**config.mk**
```make
export PLATFORM = sky130hd
export DESIGN_NAME = ddr_init_refresh_sched
export DESIGN_NICKNAME = d
export VERILOG_FILES = /design/src/rtl/ddr_init_refresh_sched.sv
export SDC_FILE = /design/constraint.sdc
export NUM_CORES = 1
export LEC_CHECK = 0
export BUFFER_PORTS_ARGS = -buffer_cell sky130_fd_sc_hd__buf_2
export CORE_MARGIN = 1
export CORE_UTILIZATION = 45
export CTS_BUF_LIST = sky130_fd_sc_hd__clkbuf_16
export CTS_CLUSTER_SIZE = 10
export DETAILED_ROUTE_END_ITERATION = 6
export MAX_ROUTING_LAYER = met4
export PLACE_DENSITY = 0.64
export SKIP_CTS_REPAIR_TIMING = 1
export SLEW_MARGIN = 40
export SYNTH_ARGS = -nofsm -noshare
export SYNTH_HDL_FRONTEND = slang
export SYNTH_SLANG_ARGS = --single-unit
```
**constraint.sdc**
```tcl
create_clock -name clk -period 8.25 [get_ports clk]
set_input_delay 0.4125 -clock clk [delete_from_list [all_inputs] [get_ports clk]]
set_output_delay 0.4125 -clock clk [all_outputs]
set_load 0.01 [all_outputs]
```
**src/rtl/ddr_init_refresh_sched.sv**
```systemverilog
// DDR SDRAM power-up/mode-register init sequencer plus auto-refresh scheduler and bus arbiter.
// Optional DDR_REFRESH_STATS_EN adds the stat_ref_count / stat_max_pending outputs.
module ddr_init_refresh_sched #(
    parameter int          INIT_WAIT_CYCLES = 20000,
    parameter int          TRP_CYCLES       = 2,
    parameter int          TMRD_CYCLES      = 2,
    parameter int          TRFC_CYCLES      = 7,
    parameter int          DLL_LOCK_CYCLES  = 200,
    parameter int          REFI_CYCLES      = 780,
    parameter int          MAX_POSTPONE     = 8,
    parameter logic [13:0] MODE_REG         = 14'h0021,
    parameter logic [13:0] EXT_MODE_REG     = 14'h0000
) (
    input  logic        clk,
    input  logic        nreset,
    output logic        init_done,
    output logic        ref_req,
    output logic        ref_urgent,
    input  logic        ref_grant,
    output logic        ref_busy,
    output logic        ref_overflow,
    output logic        cmd_valid,
    output logic        cmd_ras_n,
    output logic        cmd_cas_n,
    output logic        cmd_we_n,
    output logic [1:0]  cmd_ba,
    output logic [13:0] cmd_a,
    output logic        cke
`ifdef DDR_REFRESH_STATS_EN
    ,
    output logic [31:0] stat_ref_count,
    output logic [3:0]  stat_max_pending
`endif
);

    localparam int MAX_A   = (INIT_WAIT_CYCLES > DLL_LOCK_CYCLES) ? INIT_WAIT_CYCLES : DLL_LOCK_CYCLES;
    localparam int MAX_B   = (TRFC_CYCLES > TMRD_CYCLES) ? TRFC_CYCLES : TMRD_CYCLES;
    localparam int MAX_C   = (MAX_B > TRP_CYCLES) ? MAX_B : TRP_CYCLES;
    localparam int CNT_MAX = (MAX_A > MAX_C) ? MAX_A : MAX_C;
    localparam int CNT_W   = $clog2(CNT_MAX + 1);
    localparam int TMR_W   = $clog2(REFI_CYCLES + 1);

    localparam logic [2:0]  CMD_NOP = 3'b111;
    localparam logic [2:0]  CMD_PRE = 3'b010;
    localparam logic [2:0]  CMD_REF = 3'b001;
    localparam logic [2:0]  CMD_MRS = 3'b000;
    localparam logic [13:0] A10_ALL = 14'h0400;
    localparam logic [3:0]  MAX_P   = 4'(MAX_POSTPONE);

    typedef enum logic [3:0] {
        RST_WAIT, CKE_NOP, PRE1, EMRS, MRS_DLLRST, PRE2, REF1, REF2,
        MRS, DLL_WAIT, IDLE, RPRE, RREF, RWAIT
    } state_t;

    state_t            state, state_n;
    logic [CNT_W-1:0]  cnt, cnt_n;
    logic [TMR_W-1:0]  timer;
    logic [3:0]        pending;
    logic              valid_n, cke_n, init_done_n, busy_n, dec, expire;
    logic [2:0]        code_n;
    logic [1:0]        ba_n;
    logic [13:0]       a_n;

    assign ref_req    = (pending != 4'd0);
    assign ref_urgent = (pending == MAX_P);
    assign expire     = init_done && (timer == TMR_W'(REFI_CYCLES - 1));

    // Each command state is entered with cnt=0 on the cycle its command issues;
    // the next command issues exactly when cnt reaches that command's spacing-1.
    always_comb begin
        state_n     = state;
        cnt_n       = cnt + CNT_W'(1);
        valid_n     = 1'b0;
        code_n      = CMD_NOP;
        ba_n        = 2'b00;
        a_n         = '0;
        cke_n       = cke;
        init_done_n = init_done;
        busy_n      = ref_busy;
        dec         = 1'b0;
        case (state)
            RST_WAIT: if (cnt == CNT_W'(INIT_WAIT_CYCLES)) begin
                cke_n = 1'b1; state_n = CKE_NOP; cnt_n = '0;
            end
            CKE_NOP: begin
                valid_n = 1'b1; code_n = CMD_PRE; a_n = A10_ALL; state_n = PRE1; cnt_n = '0;
            end
            PRE1: if (cnt == CNT_W'(TRP_CYCLES - 1)) begin
                valid_n = 1'b1; code_n = CMD_MRS; ba_n = 2'b01; a_n = EXT_MODE_REG;
                state_n = EMRS; cnt_n = '0;
            end
            EMRS: if (cnt == CNT_W'(TMRD_CYCLES - 1)) begin
                valid_n = 1'b1; code_n = CMD_MRS; a_n = MODE_REG | 14'h0100;
                state_n = MRS_DLLRST; cnt_n = '0;
            end
            MRS_DLLRST: if (cnt == CNT_W'(TMRD_CYCLES - 1)) begin
                valid_n = 1'b1; code_n = CMD_PRE; a_n = A10_ALL; state_n = PRE2; cnt_n = '0;
            end
            PRE2: if (cnt == CNT_W'(TRP_CYCLES - 1)) begin
                valid_n = 1'b1; code_n = CMD_REF; state_n = REF1; cnt_n = '0;
            end
            REF1: if (cnt == CNT_W'(TRFC_CYCLES - 1)) begin
                valid_n = 1'b1; code_n = CMD_REF; state_n = REF2; cnt_n = '0;
            end
            REF2: if (cnt == CNT_W'(TRFC_CYCLES - 1)) begin
                valid_n = 1'b1; code_n = CMD_MRS; a_n = MODE_REG; state_n = MRS; cnt_n = '0;
            end
            // cnt keeps running into DLL_WAIT so the lock time counts from the final MRS
            MRS: if (cnt == CNT_W'(TMRD_CYCLES - 1)) state_n = DLL_WAIT;
            DLL_WAIT: if (cnt == CNT_W'(DLL_LOCK_CYCLES - 1)) begin
                state_n = IDLE; init_done_n = 1'b1; busy_n = 1'b0; cnt_n = '0;
            end
            IDLE: if (ref_req && ref_grant) begin
                state_n = RPRE; busy_n = 1'b1; cnt_n = '0;
            end
            RPRE: begin
                valid_n = 1'b1; code_n = CMD_PRE; a_n = A10_ALL; state_n = RREF; cnt_n = '0;
            end
            RREF: if (cnt == CNT_W'(TRP_CYCLES - 1)) begin
                valid_n = 1'b1; code_n = CMD_REF; dec = 1'b1; state_n = RWAIT; cnt_n = '0;
            end
            RWAIT: if (cnt == CNT_W'(TRFC_CYCLES - 1)) begin
                if (ref_req && ref_grant) begin
                    valid_n = 1'b1; code_n = CMD_REF; dec = 1'b1; cnt_n = '0;
                end else begin
                    state_n = IDLE; busy_n = 1'b0; cnt_n = '0;
                end
            end
            default: begin
                state_n = RST_WAIT; cnt_n = '0;
            end
        endcase
    end

    always_ff @(posedge clk) begin
        if (!nreset) begin
            state     <= RST_WAIT;
            cnt       <= '0;
            cke       <= 1'b0;
            init_done <= 1'b0;
            ref_busy  <= 1'b1;
            cmd_valid <= 1'b0;
            {cmd_ras_n, cmd_cas_n, cmd_we_n} <= CMD_NOP;
            cmd_ba    <= '0;
            cmd_a     <= '0;
        end else begin
            state     <= state_n;
            cnt       <= cnt_n;
            cke       <= cke_n;
            init_done <= init_done_n;
            ref_busy  <= busy_n;
            cmd_valid <= valid_n;
            {cmd_ras_n, cmd_cas_n, cmd_we_n} <= code_n;
            cmd_ba    <= ba_n;
            cmd_a     <= a_n;
        end
    end

    // An expiry at the ceiling is lost (overflow); a simultaneous issue cancels it out.
    always_ff @(posedge clk) begin
        if (!nreset) begin
            timer        <= '0;
            pending      <= '0;
            ref_overflow <= 1'b0;
        end else begin
            if (init_done) timer <= expire ? '0 : timer + TMR_W'(1);
            if (expire && pending == MAX_P) ref_overflow <= 1'b1;
            if (expire && !dec && pending != MAX_P) pending <= pending + 4'd1;
            else if (dec && !expire)               pending <= pending - 4'd1;
        end
    end

`ifdef DDR_REFRESH_STATS_EN
    always_ff @(posedge clk) begin
        if (!nreset) begin
            stat_ref_count   <= '0;
            stat_max_pending <= '0;
        end else begin
            if (dec) stat_ref_count <= stat_ref_count + 32'd1;
            if (pending > stat_max_pending) stat_max_pending <= pending;
        end
    end
`endif

endmodule

```
Word-level counts from Yosys, hierarchy flattened
Cells that the tools add are included.
- memory bits (read-only): 0
- output and inout bits: 26
- bits in registers: 57
- word-level logic and storage cells: 121
- memory bits (writable): 0
- bits in latches: 0
- bits of input ports: 3
- memories: 0
- mux-type cells: 47
- bitwise logic cells: 0
- div/mod/pow operators: 0
- add/sub/neg operators: 4
- reductions and logical operators: 23
- magnitude comparators: 0
- shift operators: 0
- $mul: 0
- eq/ne operators: 33
- operators with widths (kind ; number):
    one-hot mux 15 bit (6 select lines) ; 1
    two-way mux 15 bit ; 5
    two-way mux 4 bit ; 15
    one-hot mux 4 bit (14 select lines) ; 1
    one-hot mux 11 bit (4 select lines) ; 1
    == test 4 bit, second input constant ; 7
    inequality test 2 bit, second input constant ; 13
    two-way mux 3 bit ; 7
    one-hot mux 3 bit (7 select lines) ; 1
    == test 4 x 3 -> 1 bit, second input constant ; 4
    adder 15 x 1 -> 15 bit, second input constant ; 1
    == test 15 x 1 -> 1 bit, second input constant ; 1
    == test 15 bit, second input constant ; 1
    == test 15 x 3 -> 1 bit, second input constant ; 1
    == test 15 x 8 -> 1 bit, second input constant ; 1
    AND reduction 13 bit ; 1
    two-way mux 11 bit ; 1
    adder 10 x 1 -> 10 bit, second input constant ; 1
    == test 10 bit, second input constant ; 1
    two-way mux 10 bit ; 1
    two-way mux 1 bit ; 9
    two-way mux 9 bit ; 1
    == test 4 x 2 -> 1 bit, second input constant ; 2
    OR reduction 2 bit ; 4
    other kinds (18) ; 26

Longest topological paths before layout
Gate-level depths: netlist of the first run.
- word-level depth: 9
- mapped depth: 13
- depth with buffers taken out: 13

Least setup slack after synthesis of the first run
No wires, ideal clock.
- path type: register to register
- start: register timer[6]
- end: register pending[3]
- library setup time: 0.072 ns
- clock period less this slack: 2.666 ns
- cell stages (with the launch flop): 11
- data required time: 8.178 ns
- arrival: 2.595 ns
- slack: 5.584 ns
- buffers on the path: 0
- path through: dfxtp_1 > or4_1 > or3_1 > nor2_1 > o21ai_0 > ha_1 > a21o_1 > a21oi_1 > or3_1 > mux2i_1 > mux2i_1
- longest elaborated chain between the ends: 5
- elaborated cells on any way between the ends: 8
- classes of those cells: eq/ne (1); mux (1); reduce/logical (6)
- ends and longest elaborated chain (element ; line ; source):
    start: declaration ; 57 ; logic [TMR_W-1:0] timer;
    start signal: assignment ; 166 ; if (init_done) timer <= expire ? '0 : timer + TMR_W'(1);
    == test 10 bit (*) ; 66 ; assign expire = init_done && (timer == TMR_W'(REFI_CYCLES - 1));
    logical AND 1 bit (*) ; 66 ;
    logical AND 1 bit or logical NOT 1 bit (tied branches) ; 168, 169 ;
    logical AND 1 bit, on equally long branches ; 168, 169 ;
    two-way mux 4 bit or nonzero test 2 bit (tied branches) ; n/a ;
    end signal: assignment ; 168 ; if (expire && !dec && pending != MAX_P) pending <= pending + 4'd1;
    end signal: assignment ; 169 ; else if (dec && !expire) pending <= pending - 4'd1;
    end: declaration ; 58 ; logic [3:0] pending;
Mark *: on every way between the ends. The rest lies on a longest branch, timed or not.
A chain may end at the register's enable or synchronous reset.

Worst setup path after layout of the first run
- start: register cnt[1]
- end: register pending[3]
- longest elaborated chain between the ends: 7
- elaborated cells on any way between the ends: 11
- classes of those cells: eq/ne (2); mux (4); reduce/logical (5)
- ends and longest elaborated chain (element ; line ; source):
    start: declaration ; 56 ; logic [CNT_W-1:0] cnt, cnt_n;
    start signal: assignment ; 148 ; cnt <= cnt_n;
    == test 15 x 3 -> 1 bit or == test 15 x 1 -> 1 bit (tied branches) ; 122, 119 ;
    two-way mux 1 bit, on equally long branches ; 122, 119 ;
    one-hot mux 1 bit (2 select lines) (*) ; 81 ; case (state)
    logical NOT 1 bit ; 168 ;
    logical AND 1 bit (2 in a row) ; 168 ;
    two-way mux 4 bit or nonzero test 2 bit (tied branches) ; n/a ;
Marks and branches as above.

==> impl_metrics.csv, run 1 <==
group,metric,value,unit
clock_tree,clock-root-buffer,"clkbuf_16",
routing,viasPerCell,5.34,
die,start_util,47.8,%
sta,fin_crit,3.02,ns
sta,tightest_slew,0.818,ns
power,intPower,369,uW
critical_path,reg2reg_slack,5.23,ns
place,place_congestion,0.829,
sta,slew_headroom,45.4,%
job,max_cap_violations,0,
routing,antenna_left,0,
routing,wl_per_cell,13.1,um
critical_path,critPathMaxFanout,7,
critical_path,cp-start-kind,"flip-flop",
die,row_count,27,
routing,drt-initial-drc-count,64,
sta,rsz0062_at_grt,"false",
clock_tree,clock_path_buffers,2,
final_layout,antenna_cells,0,
synthesis,postSynthAreaPerCell,8.59,um2
synthesis,async_flop_share,0,%
synthesis,syn_area,2680,um2
clock_tree,cts_buffers,5,
place,post-place-ws,5.24,ns
die,core,5610,um2
clock_tree,cts_tree,"built",
critical_path,required,8.47,ns
sta,setup_slack,5.23,ns
sta,fin_crit_sh,36.6,%
synthesis,ys_ff_latch,45,
routing,vias,2084,
critical_path,critical_path_arrival,3.24,ns
final_layout,nets,328,
place,portBuffers,17,
synthesis,synth_ff_type,"dfxtp_1",
power,power_density,161,nW/um2
synthesis,synth_cell_type_count,57,
run_status,status,"finished clean",
power,p_sw,99.4,uW
clock_tree,cts.clk_slew.worst_paths,0.06,ns
clock_tree,htreeDepth,2,
synthesis,synth-seq-area-share,33.6,%
die,ios,29,
critical_path,worstSetupEndpointType,"flip-flop",
global_routing,grt_max_degree,30,
sta,finalHoldViolations,0,
die,die_w,79.2,um
final_layout,fillers,524,
power,p_comb_share,4.2,%
global_routing,grt_pass1_vias,1897,
die,die-area,6270,um2
hold_path,hold_path.class,"flip-flop to flip-flop",
clock_tree,clock_latency,0.28,ns
die,die_h,79.2,um
final_layout,drive_gt1_share,12.3,%
synthesis,yosys_warnings,0,
synthesis,synth_edf_count,0,
global_routing,grt_antenna_before_repair,0,
sta,fmax,0.331,GHz
synthesis,synthTopCellsByArea,"dfxtp_1 34%, nor2_1 5.9%, buf_4 4.5%, nand2_1 4.3%, xor2_1 4.2%",
sta,setup_viol,0,
synthesis,yosysTopAreaCell,"dfxtp_1",
sta,slew_violations,0,
global_routing,grt_pass1_wl,8820,um
power,total_leakage_power,1.15,nW
synthesis,syn_inst,312,
power,swShare,21.2,%
critical_path,path_class,"flip-flop to flip-flop",
synthesis,synth_top_area_share,33.6,%
power,p_clk_share,48.7,%
clock_tree,cts.sinks,45,
final_layout,syn_to_final_growth,8.12,%
routing,drc,0,
power,ir_drop,88.3,uV
sta,fin_tns_setup,0,ns
routing,wirelength,5090,um
place,dpl.hpwl,3650,um
sta,finClkSkew,0.00220,ns
routing,drtPass1Iterations,4,
global_routing,grt_usage,18.4,%
power,seqPwrFrac,47.1,%
global_routing,overflow,0,
layout by cell type (no fill, tap or decap), types with 2 or more instances in the layout:
cell type / count
o22ai_1: 3
o21ai_0: 8
o221ai_1: 3
clkbuf_16: 5
a31oi_1: 2
ha_1: 7
nor3_1: 3
inv_1: 6
buf_2: 17
conb_1: 11
mux2i_1: 8
a32o_1: 2
and3_1: 5
or4_1: 4
nand3_1: 12
and4_1: 5
nor2b_1: 4
and2_1: 2
nand2_1: 31
or3_1: 5
o21a_1: 4
xor2_1: 13
a21oi_1: 4
nand4_1: 6
nor2_1: 42
nor3_2: 2
nor3b_1: 2
nand4b_1: 3
a211oi_1: 5
dfxtp_1: 45
a21boi_0: 2
xnor2_1: 10
a21o_1: 3
nand3b_1: 3
nand2b_1: 6
o211a_1: 2
stage by stage:
step / utilization, % / power, mW / std cells / area, um2 / hold slack [ns]
CTS: 51.7 / 0.475 / 390 / 2900 / 0.469
floorplan: - / 0.245 / 322 / 2720 / 0.445
detailed placement: 48.6 / 0.245 / 382 / 2730 / 0.454
finish: 51.7 / 0.468 / 390 / 2900 / 0.464
global route: 51.7 / 0.485 / 390 / 2900 / 0.485
global placement: 48.6 / 0.245 / 382 / 2730 / 0.444
registers in the layout, indices dropped and copies added, names as in the netlist:
name and cells:
cmd_we_n 1, pending 4, cmd_ba 1, ref_overflow 1
cmd_a 3, cnt 15, state 4, timer 10
init_done 1, cmd_valid 1, cke 1, ref_busy 1
cmd_ras_n 1, cmd_cas_n 1
path summary, 6_finish.rpt:
kind | start | endpoint | cells past startpoint
max | cnt[1] | pending[3] | 13
min | ref_overflow | ref_overflow | 1
max reg2reg | cnt[1] | pending[3] | 13
min reg2reg | ref_overflow | ref_overflow | 1
worst max-delay path: stages, from the launching register on:
cell and delay, ns:
dfxtp_1 0.34, inv_1 0.09, ha_1 0.16, nor4b_4 0.38, nand4_4 0.23, nor2_1 0.19, a31oi_1 0.05, o21ai_0 0.42
ha_1 0.32, a21o_1 0.17, a21oi_1 0.17, nand2_1 0.08, mux2i_1 0.18, mux2i_1 0.19
Yosys cell counts, types with 3 or more instances:
library cell  number
xor2_1            13
and4_1             5
nand4b_1           3
ha_1               7
a21oi_1            4
o221ai_1           3
or3_1              5
nor2b_1            4
nor3_1             3
o21a_1             4
nand2b_1           6
o22ai_1            3
nand4_1            6
and3_1             5
buf_4             16
inv_1              6
mux2i_1            8
nor2_1            42
nand2_1           31
a21o_1             3
or4_1              4
clkbuf_1          12
nand3_1           12
dfxtp_1           45
nand3b_1           3
a211oi_1           5
o21ai_0            8
xnor2_1           10
power groups by stage:
| stage | combinational [mW] | clock (mW) | sequential, mW |
|---|---|---|---|
| after floorplan | 0.0211 | 0 | 0.224 |
| after global placement | 0.0196 | 0 | 0.225 |
| after detailed placement | 0.0196 | 0 | 0.225 |
| after CTS | 0.0198 | 0.235 | 0.220 |
| after global routing | 0.0224 | 0.242 | 0.220 |
| final | 0.0197 | 0.228 | 0.220 |
cells by family after synthesis:
kind of cell             Yosys count  synth area share [%]
other                              1                 0.140
multiplexers                       8                  2.99
AND/OR/NAND/NOR                  144                  30.4
flip-flops                        45                  33.6
adder cells (fa/ha/maj)            9                  4.39
buffers and inverters             36                  7.33
AO/OA/AOI/OAI                     46                  13.7
XOR/XNOR                          23                  7.51
routing by layer:
layer	part of all wire, %	track usage (%)	vias to the layer above
met5	0	-	-
met1	50	24.1	962
met3	4.2	3.68	7
met2	44	27.5	38
li1	-	-	1077
met4	1.5	8.18	0
layout make-up:
class	instances	area [um2]	share of cell area, %
flip-flops and latches	45	901	31.1
repair buffers	18	92.6	3.19
multi-input cells	241	1620	55.9
well taps	72	90.1	3.11
inverters	6	22.5	0.777
clock inverters	3	46.3	1.60
clock buffers	5	125	4.32
No activity file was read; power rests on OpenSTA's default activity.
==> run 2: changes to the inputs <==
ABC_AREA = 1   (was unset)
clock period = 2.85 ns   (was 8.25 ns; I/O delays follow)
==> impl_metrics.csv, run 2 <==
group,metric,value,unit
run_status,status,"finished clean",
critical_path,path_class,"flip-flop to flip-flop",
hold_path,hold_path.class,"primary input to flip-flop",
synthesis,synth-seq-area-share,34.5,%
synthesis,syn_inst,378,
global_routing,grt_antenna_before_repair,0,
final_layout,drive_gt1_share,14.8,%
sta,finClkSkew,0.00303,ns
synthesis,async_flop_share,0,%
sta,slew_headroom,66.3,%
synthesis,ys_ff_latch,45,
synthesis,synth_cell_type_count,36,
final_layout,reg.largest.list,"cnt: 15 flops, timer: 10 flops",
routing,drc,0,
synthesis,syn_area,2610,um2
critical_path,cp-start-kind,"flip-flop",
routing,drt-initial-drc-count,97,
routing,wl_met3,166,um
global_routing,grt_max_degree,15,
critical_path,crit_buf_inv,2,
clock_tree,cts_buffers,5,
final_layout,largest_register,"cnt",
die,die_w,78.2,um
sta,finalHoldViolations,0,
final_layout,antenna_cells,0,
critical_path,reg2reg_depth,15,
critical_path,cp.depth,15,
critical_path,critical_path_arrival,2.57,ns
routing,vias,2327,
sta,fmax,0.419,GHz
synthesis,synth.most_common_cell,"nand2_1",
synthesis,synth_ff_type,"dfxtp_1",
place,dpl.hpwl,4060,um
final_layout,nets,409,
clock_tree,clock_path_buffers,2,
place,place_congestion,0.910,
critical_path,r2r-end,"pending[3]",
synthesis,postSynthAreaPerCell,6.90,um2
synthesis,synth_common_cells,"71 x nand2_1, 63 x nor2_1, 45 x dfxtp_1, 34 x inv_1, 27 x nand3_1",
final_layout,layout.cells.most_common,"nand2_1",
global_routing,overflow,0,
clock_tree,clock-root-buffer,"clkbuf_16",
critical_path,r2r-start,"cnt[0]",
sta,fin_crit_sh,83.7,%
power,ir_drop,323,uV
routing,wl_per_cell,11.4,um
synthesis,synth_top_area_share,34.5,%
routing,antenna_left,0,
clock_tree,htreeDepth,2,
critical_path,worstSetupEndpointType,"flip-flop",
critical_path,crit_start,"cnt[0]",
critical_path,reg2reg_slack,0.46,ns
global_routing,grt_usage,19.6,%
routing,viasPerCell,4.95,
clock_tree,cts_tree,"built",
die,start_util,47.1,%
critical_path,worstPathCellList,"inv_1 -> ha_1 -> nand3_1 -> nor2_2 -> nand2_4 -> nor3_1 -> nand3b_1 -> ha_1 -> a21o_1 -> a21oi_1 -> inv_1 -> nand2_1 -> nand3_2 -> nor2_1 -> nor2_1",
global_routing,grt_pass1_vias,2119,
power,power_density,683,nW/um2
synthesis,synthTopCellsByArea,"dfxtp_1 35%, nand2_1 10%, nor2_1 9.1%, nand3_1 5.2%, inv_1 4.9%",
final_layout,largest_reg_flops,15,
critical_path,slowest_stage,"dfxtp_1",
critical_path,crit_family,"simple AND/OR/NAND/NOR gates",
sta,tightest_slew,0.505,ns
die,ios,29,
final_layout,fin_util,51.5,%
synthesis,yosys_warnings,0,
die,die-area,6110,um2
final_layout,final_cell_mix,"71 x nand2_1, 63 x nor2_1, 45 x dfxtp_1, 35 x inv_1, 27 x nand3_1",
clock_tree,cts.clk_slew.worst_paths,0.06,ns
sta,fin_crit,2.39,ns
critical_path,crit_path_end,"pending[3]",
final_layout,syn_to_final_growth,9.30,%
routing,wirelength,5370,um
die,row_count,27,
critical_path,required,3.03,ns
job,max_cap_violations,0,
die,core,5540,um2
final_layout,fillers,583,
routing,highest_layer,"met4",
critical_path,critPathMaxFanout,7,
critical_path,max_stage_delay,0.35,ns
die,die_h,78.2,um
sta,rsz0062_at_grt,"false",
global_routing,grt_pass1_wl,9360,um
routing,wl_met2,2470,um
synthesis,synth_edf_count,0,
power,total_leakage_power,1.19,nW
clock_tree,clock_latency,0.28,ns
synthesis,yosysTopAreaCell,"dfxtp_1",
sta,slew_violations,0,
place,portBuffers,17,
routing,drtPass1Iterations,4,
clock_tree,cts.sinks,45,
sta,setup_viol,0,
routing,wl_met1,2650,um
sta,fin_tns_setup,0,ns
## run 2: cell count changes after synthesis, sizes merged, moves of 8 or more
| cell | before | now |
|---|---|---|
| nor2 | 42 | 80 |
| a21oi | 4 | 18 |
| mux2i | 8 | 0 |
| nand2 | 32 | 78 |
| clkbuf | 12 | 1 |
| xnor2 | 10 | 2 |
| nand3 | 12 | 29 |
| inv | 6 | 42 |
## run 2: how the worst min path moves through the flow
stage / startpoint / to / slack, ns / cells after the start
final: nreset / ref_busy / 0.21 / 2
after global routing: nreset / ref_busy / 0.24 / 2
after CTS: nreset / ref_busy / 0.22 / 2
after detailed placement: cke / cke / 0.46 / 1
after global placement: ref_overflow / ref_overflow / 0.45 / 2
after floorplan: nreset / timer[0] / 0.30 / 2
## run 2: per-stage QoR
step	hold WS, ns	worst slack [ns]	cells	cell area, um2	power [mW]
floorplan	0.296	0.655	388	2650	1.30
global placement	0.445	0.587	463	2720	1.43
detailed placement	0.462	0.489	463	2720	1.42
CTS	0.219	0.480	470	2850	1.97
global route	0.238	0.266	470	2850	2.08
finish	0.212	0.464	470	2850	1.95
## run 2: final cells by class
class / count / area [um2] / share of cell area [%]
clock buffer: 5 / 125 / 4.39
clock inverter: 2 / 7.51 / 0.263
inverter: 42 / 158 / 5.53
multi-input combinational: 286 / 1480 / 51.8
sequential: 45 / 901 / 31.6
tap: 72 / 90.1 / 3.16
timing repair buffer: 18 / 92.6 / 3.25
## run 2: logic make-up after synthesis
logic type	Yosys count	share of synthesized area [%]
and+or+nand+nor	214	37.8
buffers and inverters	57	10.3
DFF	45	34.5
AOI/OAI and AO/OA	41	9.16
xor gates and xnor gates	12	4.03
adders and majority gates	8	4.12
other	1	0.144
## run 2: layer usage
metal	vias up	GRT usage, %
li1	1239	-
met1	1042	25.3
met2	38	30.9
met3	8	2.79
met4	0	7.59
met5	-	-
## run 2: report_power, final
group          leakage (nW)  internal [mW]  switching [mW]
clock network        0.0685          0.313           0.219
registers             0.364          0.689          0.0486
logic                 0.756          0.213           0.467
